`src/rtl/mips_ctrl_pkg.sv`:
```
// mips_ctrl_pkg: shared types and constants for the multicycle MIPS control unit (HALT state exists only with MIPS_ILLEGAL_OP_TRAP_EN)
package mips_ctrl_pkg;

    typedef enum logic [3:0] {
        FETCH, DECODE, MEMADR, MEMRD, MEMWB, MEMWR, RTYPEEX, RTYPEWB,
        BEQEX, BNEEX, ADDIEX, ORIEX, IMMWB, JEX
`ifdef MIPS_ILLEGAL_OP_TRAP_EN
        , HALT
`endif
    } state_t;

    typedef enum logic [1:0] {ADD, SUB, FUNCT, OR} aluop_t;

    localparam logic [5:0] OP_LW    = 6'b100011;
    localparam logic [5:0] OP_SW    = 6'b101011;
    localparam logic [5:0] OP_RTYPE = 6'b000000;
    localparam logic [5:0] OP_BEQ   = 6'b000100;
    localparam logic [5:0] OP_BNE   = 6'b000101;
    localparam logic [5:0] OP_ADDI  = 6'b001000;
    localparam logic [5:0] OP_ORI   = 6'b001101;
    localparam logic [5:0] OP_J     = 6'b000010;

    localparam logic [5:0] F_ADD = 6'b100000;
    localparam logic [5:0] F_SUB = 6'b100010;
    localparam logic [5:0] F_AND = 6'b100100;
    localparam logic [5:0] F_OR  = 6'b100101;
    localparam logic [5:0] F_SLT = 6'b101010;

    localparam logic [2:0] ALU_ADD = 3'b010;
    localparam logic [2:0] ALU_SUB = 3'b110;
    localparam logic [2:0] ALU_AND = 3'b000;
    localparam logic [2:0] ALU_OR  = 3'b001;
    localparam logic [2:0] ALU_SLT = 3'b111;

    typedef struct packed {
        logic       pcwrite;
        logic       branch;
        logic       bne;
        logic       memwrite;
        logic       irwrite;
        logic       regwrite;
        logic       iord;
        logic       memtoreg;
        logic       regdst;
        logic       alusrca;
        logic [1:0] alusrcb;
        logic [1:0] pcsrc;
        logic       zeroext;
        aluop_t     aluop;
`ifdef MIPS_ILLEGAL_OP_TRAP_EN
        logic       illegal;
`endif
    } ctrl_t;

    // Moore control word of a state; unlisted fields stay 0 (aluop 0 = ADD)
    function automatic ctrl_t decode(state_t s);
        ctrl_t c;
        c = '0;
        case (s)
            FETCH:   begin c.irwrite = 1'b1; c.pcwrite = 1'b1; c.alusrcb = 2'b01; end
            DECODE:  c.alusrcb = 2'b11;
            MEMADR:  begin c.alusrca = 1'b1; c.alusrcb = 2'b10; end
            MEMRD:   c.iord = 1'b1;
            MEMWB:   begin c.memtoreg = 1'b1; c.regwrite = 1'b1; end
            MEMWR:   begin c.iord = 1'b1; c.memwrite = 1'b1; end
            RTYPEEX: begin c.alusrca = 1'b1; c.aluop = FUNCT; end
            RTYPEWB: begin c.regdst = 1'b1; c.regwrite = 1'b1; end
            BEQEX:   begin c.alusrca = 1'b1; c.aluop = SUB; c.pcsrc = 2'b01; c.branch = 1'b1; end
            BNEEX:   begin c.alusrca = 1'b1; c.aluop = SUB; c.pcsrc = 2'b01; c.bne = 1'b1; end
            ADDIEX:  begin c.alusrca = 1'b1; c.alusrcb = 2'b10; end
            ORIEX:   begin c.alusrca = 1'b1; c.alusrcb = 2'b10; c.zeroext = 1'b1; c.aluop = OR; end
            IMMWB:   c.regwrite = 1'b1;
            JEX:     begin c.pcsrc = 2'b10; c.pcwrite = 1'b1; end
`ifdef MIPS_ILLEGAL_OP_TRAP_EN
            HALT:    c.illegal = 1'b1;
`endif
            default: ;
        endcase
        return c;
    endfunction

endpackage

```
`src/rtl/mips_multicycle_ctrl_if.sv`:
```
// mips_multicycle_ctrl_if: control <-> datapath bundle; master = control unit, slave = datapath
// Ports: op/funct/zero from datapath; enables, mux selects, alucontrol and illegal to datapath
interface mips_multicycle_ctrl_if;
    logic [5:0] op;
    logic [5:0] funct;
    logic       zero;
    logic       pcen;
    logic       memwrite;
    logic       irwrite;
    logic       regwrite;
    logic       iord;
    logic       memtoreg;
    logic       regdst;
    logic       alusrca;
    logic [1:0] alusrcb;
    logic [1:0] pcsrc;
    logic       zeroext;
    logic [2:0] alucontrol;
    logic       illegal;

    modport master (
        input  op, funct, zero,
        output pcen, memwrite, irwrite, regwrite, iord, memtoreg, regdst,
               alusrca, alusrcb, pcsrc, zeroext, alucontrol, illegal
    );

    modport slave (
        output op, funct, zero,
        input  pcen, memwrite, irwrite, regwrite, iord, memtoreg, regdst,
               alusrca, alusrcb, pcsrc, zeroext, alucontrol, illegal
    );
endinterface

```
`src/rtl/mips_aludec.sv`:
```
// mips_aludec: maps aluop/funct to the 3-bit ALU control (aluop, funct in; alucontrol out)
module mips_aludec
    import mips_ctrl_pkg::*;
(
    input  aluop_t     aluop,
    input  logic [5:0] funct,
    output logic [2:0] alucontrol
);
    logic [2:0] fdec;

    // unknown funct falls back to add
    always_comb begin
        fdec = funct == F_SUB ? ALU_SUB :
               funct == F_AND ? ALU_AND :
               funct == F_OR  ? ALU_OR  :
               funct == F_SLT ? ALU_SLT : ALU_ADD;
        alucontrol = aluop == SUB   ? ALU_SUB :
                     aluop == OR    ? ALU_OR  :
                     aluop == FUNCT ? fdec    : ALU_ADD;
    end
endmodule

```
`src/rtl/mips_multicycle_ctrl.sv`:
```
// mips_multicycle_ctrl: multicycle MIPS control FSM with registered Moore control word
// Ports: clk, reset (sync, active low), bus (mips_multicycle_ctrl_if.master)
// Macro MIPS_ILLEGAL_OP_TRAP_EN: unsupported op traps to HALT with illegal=1
module mips_multicycle_ctrl
    import mips_ctrl_pkg::*;
#(
    parameter bit RESET_STATE_HOLD = 1'b1
)
(
    input logic clk,
    input logic reset,
    mips_multicycle_ctrl_if.master bus
);
    state_t state, nxt;
    ctrl_t  ctl, ctl_nxt, fetch_c, outc;

    always_comb begin
        nxt = FETCH;
        case (state)
            FETCH:   nxt = DECODE;
            DECODE:
                case (bus.op)
                    OP_LW, OP_SW: nxt = MEMADR;
                    OP_RTYPE:     nxt = RTYPEEX;
                    OP_BEQ:       nxt = BEQEX;
                    OP_BNE:       nxt = BNEEX;
                    OP_ADDI:      nxt = ADDIEX;
                    OP_ORI:       nxt = ORIEX;
                    OP_J:         nxt = JEX;
`ifdef MIPS_ILLEGAL_OP_TRAP_EN
                    default:      nxt = HALT;
`else
                    default:      nxt = FETCH;
`endif
                endcase
            MEMADR:  nxt = bus.op == OP_LW ? MEMRD : MEMWR;
            MEMRD:   nxt = MEMWB;
            RTYPEEX: nxt = RTYPEWB;
            ADDIEX:  nxt = IMMWB;
            ORIEX:   nxt = IMMWB;
`ifdef MIPS_ILLEGAL_OP_TRAP_EN
            HALT:    nxt = HALT;
`endif
            default: nxt = FETCH;
        endcase
    end

    // IMMWB is shared by addi/ori, so it inherits the extend mode of the execute step
    always_comb begin
        ctl_nxt = decode(nxt);
        ctl_nxt.zeroext = nxt == IMMWB ? ctl.zeroext : ctl_nxt.zeroext;
    end

    // while reset is held the outputs show FETCH, optionally with write enables suppressed
    always_comb begin
        fetch_c = decode(FETCH);
        fetch_c.irwrite = fetch_c.irwrite & ~RESET_STATE_HOLD;
        fetch_c.pcwrite = fetch_c.pcwrite & ~RESET_STATE_HOLD;
        outc = reset ? ctl : fetch_c;
    end

    always_ff @(posedge clk) begin
        if (!reset) begin
            state <= FETCH;
            ctl   <= decode(FETCH);
        end else begin
            state <= nxt;
            ctl   <= ctl_nxt;
        end
    end

    assign bus.pcen     = outc.pcwrite | (outc.branch & bus.zero) | (outc.bne & ~bus.zero);
    assign bus.memwrite = outc.memwrite;
    assign bus.irwrite  = outc.irwrite;
    assign bus.regwrite = outc.regwrite;
    assign bus.iord     = outc.iord;
    assign bus.memtoreg = outc.memtoreg;
    assign bus.regdst   = outc.regdst;
    assign bus.alusrca  = outc.alusrca;
    assign bus.alusrcb  = outc.alusrcb;
    assign bus.pcsrc    = outc.pcsrc;
    assign bus.zeroext  = outc.zeroext;
`ifdef MIPS_ILLEGAL_OP_TRAP_EN
    assign bus.illegal  = outc.illegal;
`else
    assign bus.illegal  = 1'b0;
`endif

    mips_aludec u_aludec (
        .aluop      (outc.aluop),
        .funct      (bus.funct),
        .alucontrol (bus.alucontrol)
    );
endmodule
```
`src/flat_wrapper.sv`:
```
// flat-port wrapper written by rule: the top's interface ports become plain ports
module mips_multicycle_ctrl_flat import mips_ctrl_pkg::*;
#(
    parameter bit RESET_STATE_HOLD = 1'b1
)
  (clk, reset, bus_op, bus_funct, bus_zero, bus_pcen, bus_memwrite, bus_irwrite, bus_regwrite, bus_iord, bus_memtoreg, bus_regdst, bus_alusrca, bus_alusrcb, bus_pcsrc, bus_zeroext, bus_alucontrol, bus_illegal);
  mips_multicycle_ctrl_if bus_i ();
  input logic clk;
  input logic reset;
  input wire logic [$bits(bus_i.op)-1:0] bus_op;
  input wire logic [$bits(bus_i.funct)-1:0] bus_funct;
  input wire logic [$bits(bus_i.zero)-1:0] bus_zero;
  output wire logic [$bits(bus_i.pcen)-1:0] bus_pcen;
  output wire logic [$bits(bus_i.memwrite)-1:0] bus_memwrite;
  output wire logic [$bits(bus_i.irwrite)-1:0] bus_irwrite;
  output wire logic [$bits(bus_i.regwrite)-1:0] bus_regwrite;
  output wire logic [$bits(bus_i.iord)-1:0] bus_iord;
  output wire logic [$bits(bus_i.memtoreg)-1:0] bus_memtoreg;
  output wire logic [$bits(bus_i.regdst)-1:0] bus_regdst;
  output wire logic [$bits(bus_i.alusrca)-1:0] bus_alusrca;
  output wire logic [$bits(bus_i.alusrcb)-1:0] bus_alusrcb;
  output wire logic [$bits(bus_i.pcsrc)-1:0] bus_pcsrc;
  output wire logic [$bits(bus_i.zeroext)-1:0] bus_zeroext;
  output wire logic [$bits(bus_i.alucontrol)-1:0] bus_alucontrol;
  output wire logic [$bits(bus_i.illegal)-1:0] bus_illegal;
  assign bus_i.op = bus_op;
  assign bus_i.funct = bus_funct;
  assign bus_i.zero = bus_zero;
  assign bus_pcen = bus_i.pcen;
  assign bus_memwrite = bus_i.memwrite;
  assign bus_irwrite = bus_i.irwrite;
  assign bus_regwrite = bus_i.regwrite;
  assign bus_iord = bus_i.iord;
  assign bus_memtoreg = bus_i.memtoreg;
  assign bus_regdst = bus_i.regdst;
  assign bus_alusrca = bus_i.alusrca;
  assign bus_alusrcb = bus_i.alusrcb;
  assign bus_pcsrc = bus_i.pcsrc;
  assign bus_zeroext = bus_i.zeroext;
  assign bus_alucontrol = bus_i.alucontrol;
  assign bus_illegal = bus_i.illegal;
  mips_multicycle_ctrl #(.RESET_STATE_HOLD(RESET_STATE_HOLD)) u_core (.clk(clk), .reset(reset), .bus(bus_i));
endmodule
```
`config.mk`:
```
export PLATFORM = sky130hd
export DESIGN_NAME = mips_multicycle_ctrl_flat
export DESIGN_NICKNAME = d
export VERILOG_FILES = /design/src/rtl/mips_ctrl_pkg.sv /design/src/rtl/mips_multicycle_ctrl_if.sv /design/src/rtl/mips_aludec.sv /design/src/rtl/mips_multicycle_ctrl.sv /design/src/flat_wrapper.sv
export SDC_FILE = /design/constraint.sdc
export NUM_CORES = 1
export LEC_CHECK = 0
export CAP_MARGIN = 15
export CORE_MARGIN = 4
export CORE_UTILIZATION = 42
export CTS_CLUSTER_SIZE = 25
export DETAILED_ROUTE_END_ITERATION = 8
export PLACE_DENSITY = 0.76
export SYNTH_ARGS = -nofsm -noshare
export SYNTH_HDL_FRONTEND = slang
export SYNTH_SLANG_ARGS = --single-unit
```
`constraint.sdc`:
```
create_clock -name clk -period 1.6 [get_ports clk]
set_clock_uncertainty 0.2 [all_clocks]
set_input_delay 0.32 -clock clk [delete_from_list [all_inputs] [get_ports clk]]
set_output_delay 0.32 -clock clk [all_outputs]
set_load 0.01 [all_outputs]
```
Yosys cells after proc, flatten, opt, wreduce, memory -nomap -nowiden
Index checks and enable logic that the tools add are counted.
Widths: inputs -> output; s select.

storage, ports and cells
  latch bits = 0
  word-level logic and storage cells = 89
  memory bits (writable) = 0
  bits in read-only memories = 0
  bits in registers = 21
  memories kept = 0

operators by class
  multiply operators = 0
  div/mod/pow operators = 0
  add/subtract/negate cells = 0
  shift-type cells = 0
  eq/ne operators = 33
  muxes and demuxes = 25
  order comparisons = 0
  bitwise gates (word level) = 5
  reductions and logical operators = 11

operators by type and width
  kind                count
  $eq 6x6->1 const B  6
  $eq 4x4->1 const B  8
  $pmux 4 s7          1
  $mux 3              8
  $pmux 4 s6          1
  $eq 4x3->1 const B  5
  $mux 17             1
  $eq 4x2->1 const B  4
  $eq 6x3->1 const B  2
  $eq 6x4->1 const B  2
  $pmux 2 s3          2
  $mux 1              11
  $reduce_or 2->1     5
  $eq 4x1->1 const B  2
  $logic_not 4->1     2
  $eq 6x2->1 const B  1
  $logic_not 6->1     1
  $reduce_or 3->1     2
  $reduce_or 6->1     1
  $eq 2x2->1 const B  2
  $pmux 2 s2          1
  $and 1x1->1         2
  $eq 2x1->1 const B  1
  $or 1x1->1          2
  $not 1->1           1

Longest topological paths before layout
  depth in word-level cells = 8
  gate-level depth with buffers = 5
  depth with buffers taken out = 5

Hierarchy
Synthesis repeated with hierarchy kept, for this count alone.

second synthesis, totals
  cell total of the unflattened synthesis = 133
  area, all modules = 1199.9 sq um

modules (own cells, without submodules)
  module                area an instance (sq um)  times used  cells each
  mips_multicycle_ctrl  1113.6                    1           122
  mips_aludec           86.3                      1           11

Worst setup path after synthesis
No wires, ideal clock.

  kind = in2reg
  start = input bus_op[2]
  end = register u_core.ctl[10] (netlist name)
  path slack = -72 ps
  library setup time = 115 ps
  arrival time = 1357 ps
  data required time = 1285 ps
  buffers on the path = 0
  stages on the path = 5
  path through = and4b_4 -> a21oi_1 -> o22a_2 -> xnor2_1 -> and3_1

between the ends
  longest elaborated chain between the ends = 7
  elaborated cells between the ends (all ways) = 16
  classes of those cells = eq/ne: 9; mux: 4; reduce/logical: 3

RTL lines
  what                                             RTL line                                                source
  start: declaration                               flat_wrapper.sv:10                                      input wire logic [$bits(bus_i.op)-1:0] bus_op;
  $eq 6x6->1 (on tied branches)                    mips_multicycle_ctrl.sv:22, mips_multicycle_ctrl.sv:36
  $reduce_or 2->1                                  mips_multicycle_ctrl.sv:22                              case (bus.op)
  $pmux 4 s7                                       mips_multicycle_ctrl.sv:22
  $pmux 4 s6 *                                     mips_multicycle_ctrl.sv:19                              case (state)
  $eq 4x2->1 / $eq 4x3->1 (equally long branches)  mips_ctrl_pkg.sv:59                                     case (s)
  $reduce_or 2->1 (no source line) *               n/a
  $mux 1 *                                         mips_ctrl_pkg.sv:59
  end signal: assignment                           mips_multicycle_ctrl.sv:65                              ctl <= decode(FETCH);
  end signal: assignment                           mips_multicycle_ctrl.sv:68                              ctl <= ctl_nxt;
  end: declaration                                 mips_multicycle_ctrl.sv:15                              ctrl_t ctl, ctl_nxt, fetch_c, outc;

Every way passes the cells marked *; elsewhere a longest branch is shown, timed or not.
A chain may end at the register's enable or synchronous reset.

Final worst setup path
  start = register u_core.ctl[14] (netlist name)
  end = output bus_pcen

between the ends
  longest elaborated chain between the ends = 3

RTL lines
  what              RTL line                    source
  $mux 17           mips_multicycle_ctrl.sv:59  outc = reset ? ctl : fetch_c;
  $and 1x1->1       mips_multicycle_ctrl.sv:72  assign bus.pcen = outc.pcwrite | (outc.branch & bus.zero) | (outc.bne & ~bus.zero);
  $or 1x1->1        mips_multicycle_ctrl.sv:72
  end: declaration  flat_wrapper.sv:13          output wire logic [$bits(bus_i.pcen)-1:0] bus_pcen;

Every way passes these cells.

==> summary.md <==
| Metric | Value |
|---|---|
| Root Buffer | `clkbuf_4` |
| Vias | `1261` |
| Yosys reg bits | `21` |
| Logic pwr share | `0.274` |
| First drt pass iteration count | `4` |
| Top-level I/O count | `32` |
| Max-cap violations | `0` |
| DR iter-0 viols | `31` |
| Layout cells sized above 1 | `0.636` |
| Req. time, crit path | `1.08 ns` |
| Commonest non-fill, non-tap cell in the layout | `buf_4` |
| Sequential share of the synthesized area | `0.383` |
| Flop pwr share | `0.491` |
| Initial antenna violation count | `0` |
| Compound-gate portion of the synthesized area | `0.227` |
| Avg Cell Area, Syn | `8.57 µm²` |
| Routability cong. | `0.842` |
| Site row count | `18` |
| Internal Power | `0.000774 W` |
| Crit path from | `u_core.ctl[14]` |
| Worst path bufs/invs | `1` |
| Worst Path Class, Setup | `reg -> out` |
| Synth area leaders | `dfxtp_1 38%, and2_1 8.0%, nor2_1 5.1%` |
| Pwr Total | `0.00110 W` |
| Post-route setup slack | `-0.116 ns` |
| Slowest stage delay, CP | `0.33 ns` |
| Post-Synth Adder-Cell Area | `0` |
| Stages on worst setup path | `3` |
| Flop-to-flop setup slack | `-0.08 ns` |
| Antenna Nets Post-Route | `0` |
| DRT Wirelength | `3930 µm` |
| Post-CTS Hold Buffers | `0` |
| CP max-delay cell | `dfxtp_1` |
| Startpoint types | `flop` |
| Port Buffers | `30` |
| Critical R2R Launch | `u_core.state[0]` |
| Reg2reg end | `u_core.ctl[10]` |
| Num CTS Buffers | `3` |
| Ys async rst share | `0` |
| Final Hold Fails | `0` |
| Core Region | `2480 µm²` |
| Longest Clk Path Bufs | `2` |
| Commonest non-fill, non-tap cells in the layout | `32 x buf_4, 15 x dfxtp_1, 13 x and2_1` |
| Fmax | `0.583 GHz` |
| Max VDD drop | `552 µV` |
| Critical Path End | `bus_pcen` |
| Failing checks | `negative setup slack` |
| Area growth syn-to-layout | `80.7%` |
| Post-Synth XOR/XNOR Area | `0.0160` |
| Vias in the first global route | `1245` |
| Sink Count | `21` |
| Top delay family on crit path | `flip-flops` |
| Worst path cell trace | `mux2_4 -> o21a_1 -> buf_2` |
| P_leak | `0.844 nW` |
| CTS H-tree lvls | `1` |
| Switching power | `0.000323 W` |
| Mux cell area share after synthesis | `0.0103` |
| Post-Layout Inst Area | `1980 µm²` |
| TNS Setup | `-0.624 ns` |
| Mapped Nets | `143` |
| Post-Layout Cell Count | `228` |
| Dpl hpwl | `2340 µm` |
| Clk_lat worst skew | `0.31 ns` |
| Avg WL per Cell | `17.3 µm` |
| Worst-path clk slew | `0.12 ns` |
| Period utilization | `1.07` |
| Setup crit end kind | `primary output` |
| Post-Synth Simple-Gate Area | `0.330` |
| Post-synth design cell area | `1100 µm²` |
| Post-synth top area cell | `dfxtp_1` |
| Yosys warns | `0` |
| Slew Limit Fails | `0` |
| Post-synth EDFFs | `0` |
| Die Height | `59.1 µm` |
| RSZ-0062 raised after global routing | `true` |
| Outcome | `finished with violations` |
| CTS tree | `built` |
| Top_reg_cell synth | `dfxtp_1` |
| R2R cell count | `6` |
| Die area | `3490 µm²` |
| Starting Density | `0.443` |
| First-pass GRT wire length | `5820 µm` |
| DRC viols | `0` |
| Grt ovf | `0` |
| Largest family of logic cells by synthesized area | `simple AND/OR/NAND/NOR gates` |
| Yosys cell types | `42` |
| Highest net fanout along the worst path | `1` |
| Top-area cell type share of the netlist area | `0.383` |
| Final Setup Violations | `14` |
| Layout Nets | `214` |
| Net Sw Frac | `0.294` |
| Syn Inst Count | `128` |
| Clock network power share | `0.236` |
| Via density | `5.53` |
| Pwr dens | `553 nW/µm²` |
| DP Area | `1680 µm²` |
| Tmin final | `1.72 ns` |
| Largest net degree at the start of global routing | `13` |
| GRT Overall Usage | `0.220` |
| Arr. time, crit path | `1.20 ns` |
| Hold Path Class | `reg -> reg` |
| Diodes inserted | `0` |
| Placed insts | `213` |
| Die Wd | `59.1 µm` |
| Final hold slack | `0.275 ns` |
==> area by class of cell <==
| cell class | count | area [µm²] |
|---|---|---|
| clock buffers | 3 | 22.5 |
| clock inverters | 1 | 5.00 |
| fillers | 151 | 494 |
| inverters | 4 | 15.0 |
| multi-input cells | 99 | 937 |
| flip-flops and latches | 21 | 438 |
| well taps | 30 | 37.5 |
| repair buffers | 70 | 528 |
==> kinds of logic after synthesis <==
family,count (synthesis)
compound gates,29
xor+xnor,2
buf+inv,8
flops,21
mux,1
other cells,1
simple gates,66
==> power by group through the flow <==
stage               combinational, W  clock, W  sequential, W
floorplan                   0.000102         0       0.000553
global placement            0.000220         0       0.000553
detailed placement          0.000227         0       0.000554
CTS                         0.000271  0.000257       0.000540
global route                0.000319  0.000283       0.000539
finish                      0.000300  0.000258       0.000538
==> repair_timing <==
item | in CTS | in global routing
endpoints found under the setup margin | 37 | 31
buffers inserted | 6 | 6
resized for setup | 140 | 36
pin swaps | 27 | 18
==> worst min-delay path by stage <==
| stage | depth (start not counted) | slack, ns | end | startpoint |
|---|---|---|---|---|
| 2_1_floorplan | 2 | 0.24 | u_core.ctl[2] | u_core.ctl[2] |
| 3_3_place_gp | 2 | 0.26 | u_core.ctl[2] | u_core.ctl[2] |
| 3_5_place_dp | 2 | 0.26 | u_core.ctl[2] | u_core.ctl[2] |
| 4_1_cts | 2 | 0.28 | u_core.ctl[2] | u_core.ctl[2] |
| 5_1_grt | 2 | 0.29 | u_core.ctl[2] | u_core.ctl[2] |
| 6_report | 2 | 0.28 | u_core.ctl[2] | u_core.ctl[2] |
==> worst register-to-register path: stages, from the launching register on <==
cell	delay [ns]
dfxtp_2	0.38
nor2b_4	0.20
a31oi_4	0.12
a311oi_4	0.22
buf_6	0.19
xnor2_2	0.11
and3_1	0.19
==> through the flow <==
stage | setup slack [ns] | utilization
after CTS | -0.109 | 0.775
after global placement | -0.775 | 0.679
after global routing | -0.136 | 0.801
after floorplan | -0.00591 | -
final | -0.116 | 0.801
after detailed placement | -0.833 | 0.679
==> registers in the layout, summed over array words and instances, names as in the netlist <==
register / flops
u_core.state: 4
u_core.ctl: 17
==> synth_stat cells, types with 2 or more instances <==
cell type and n:
a211oi_2 2, a21boi_1 3, a21oi_1 6, a22o_1 2, a31oi_1 2, a32o_1 2
and2_1 14, clkbuf_1 3, dfxtp_1 21, inv_1 4, nand2_1 8, nand2b_1 3
nand3_1 7, nand4_1 2, nor2_1 15, nor2b_1 3, nor3_1 5, o21ai_1 2
==> per-layer routing <==
metal	global-route usage	wire [µm]	vias up
met2	0.412	2070	49
met5	0	0	-
li1	-	-	601
met4	0.100	94	0
met3	0.0218	166	10
met1	0.246	1600	601
Note: power is estimated with default switching activity, not from simulation.
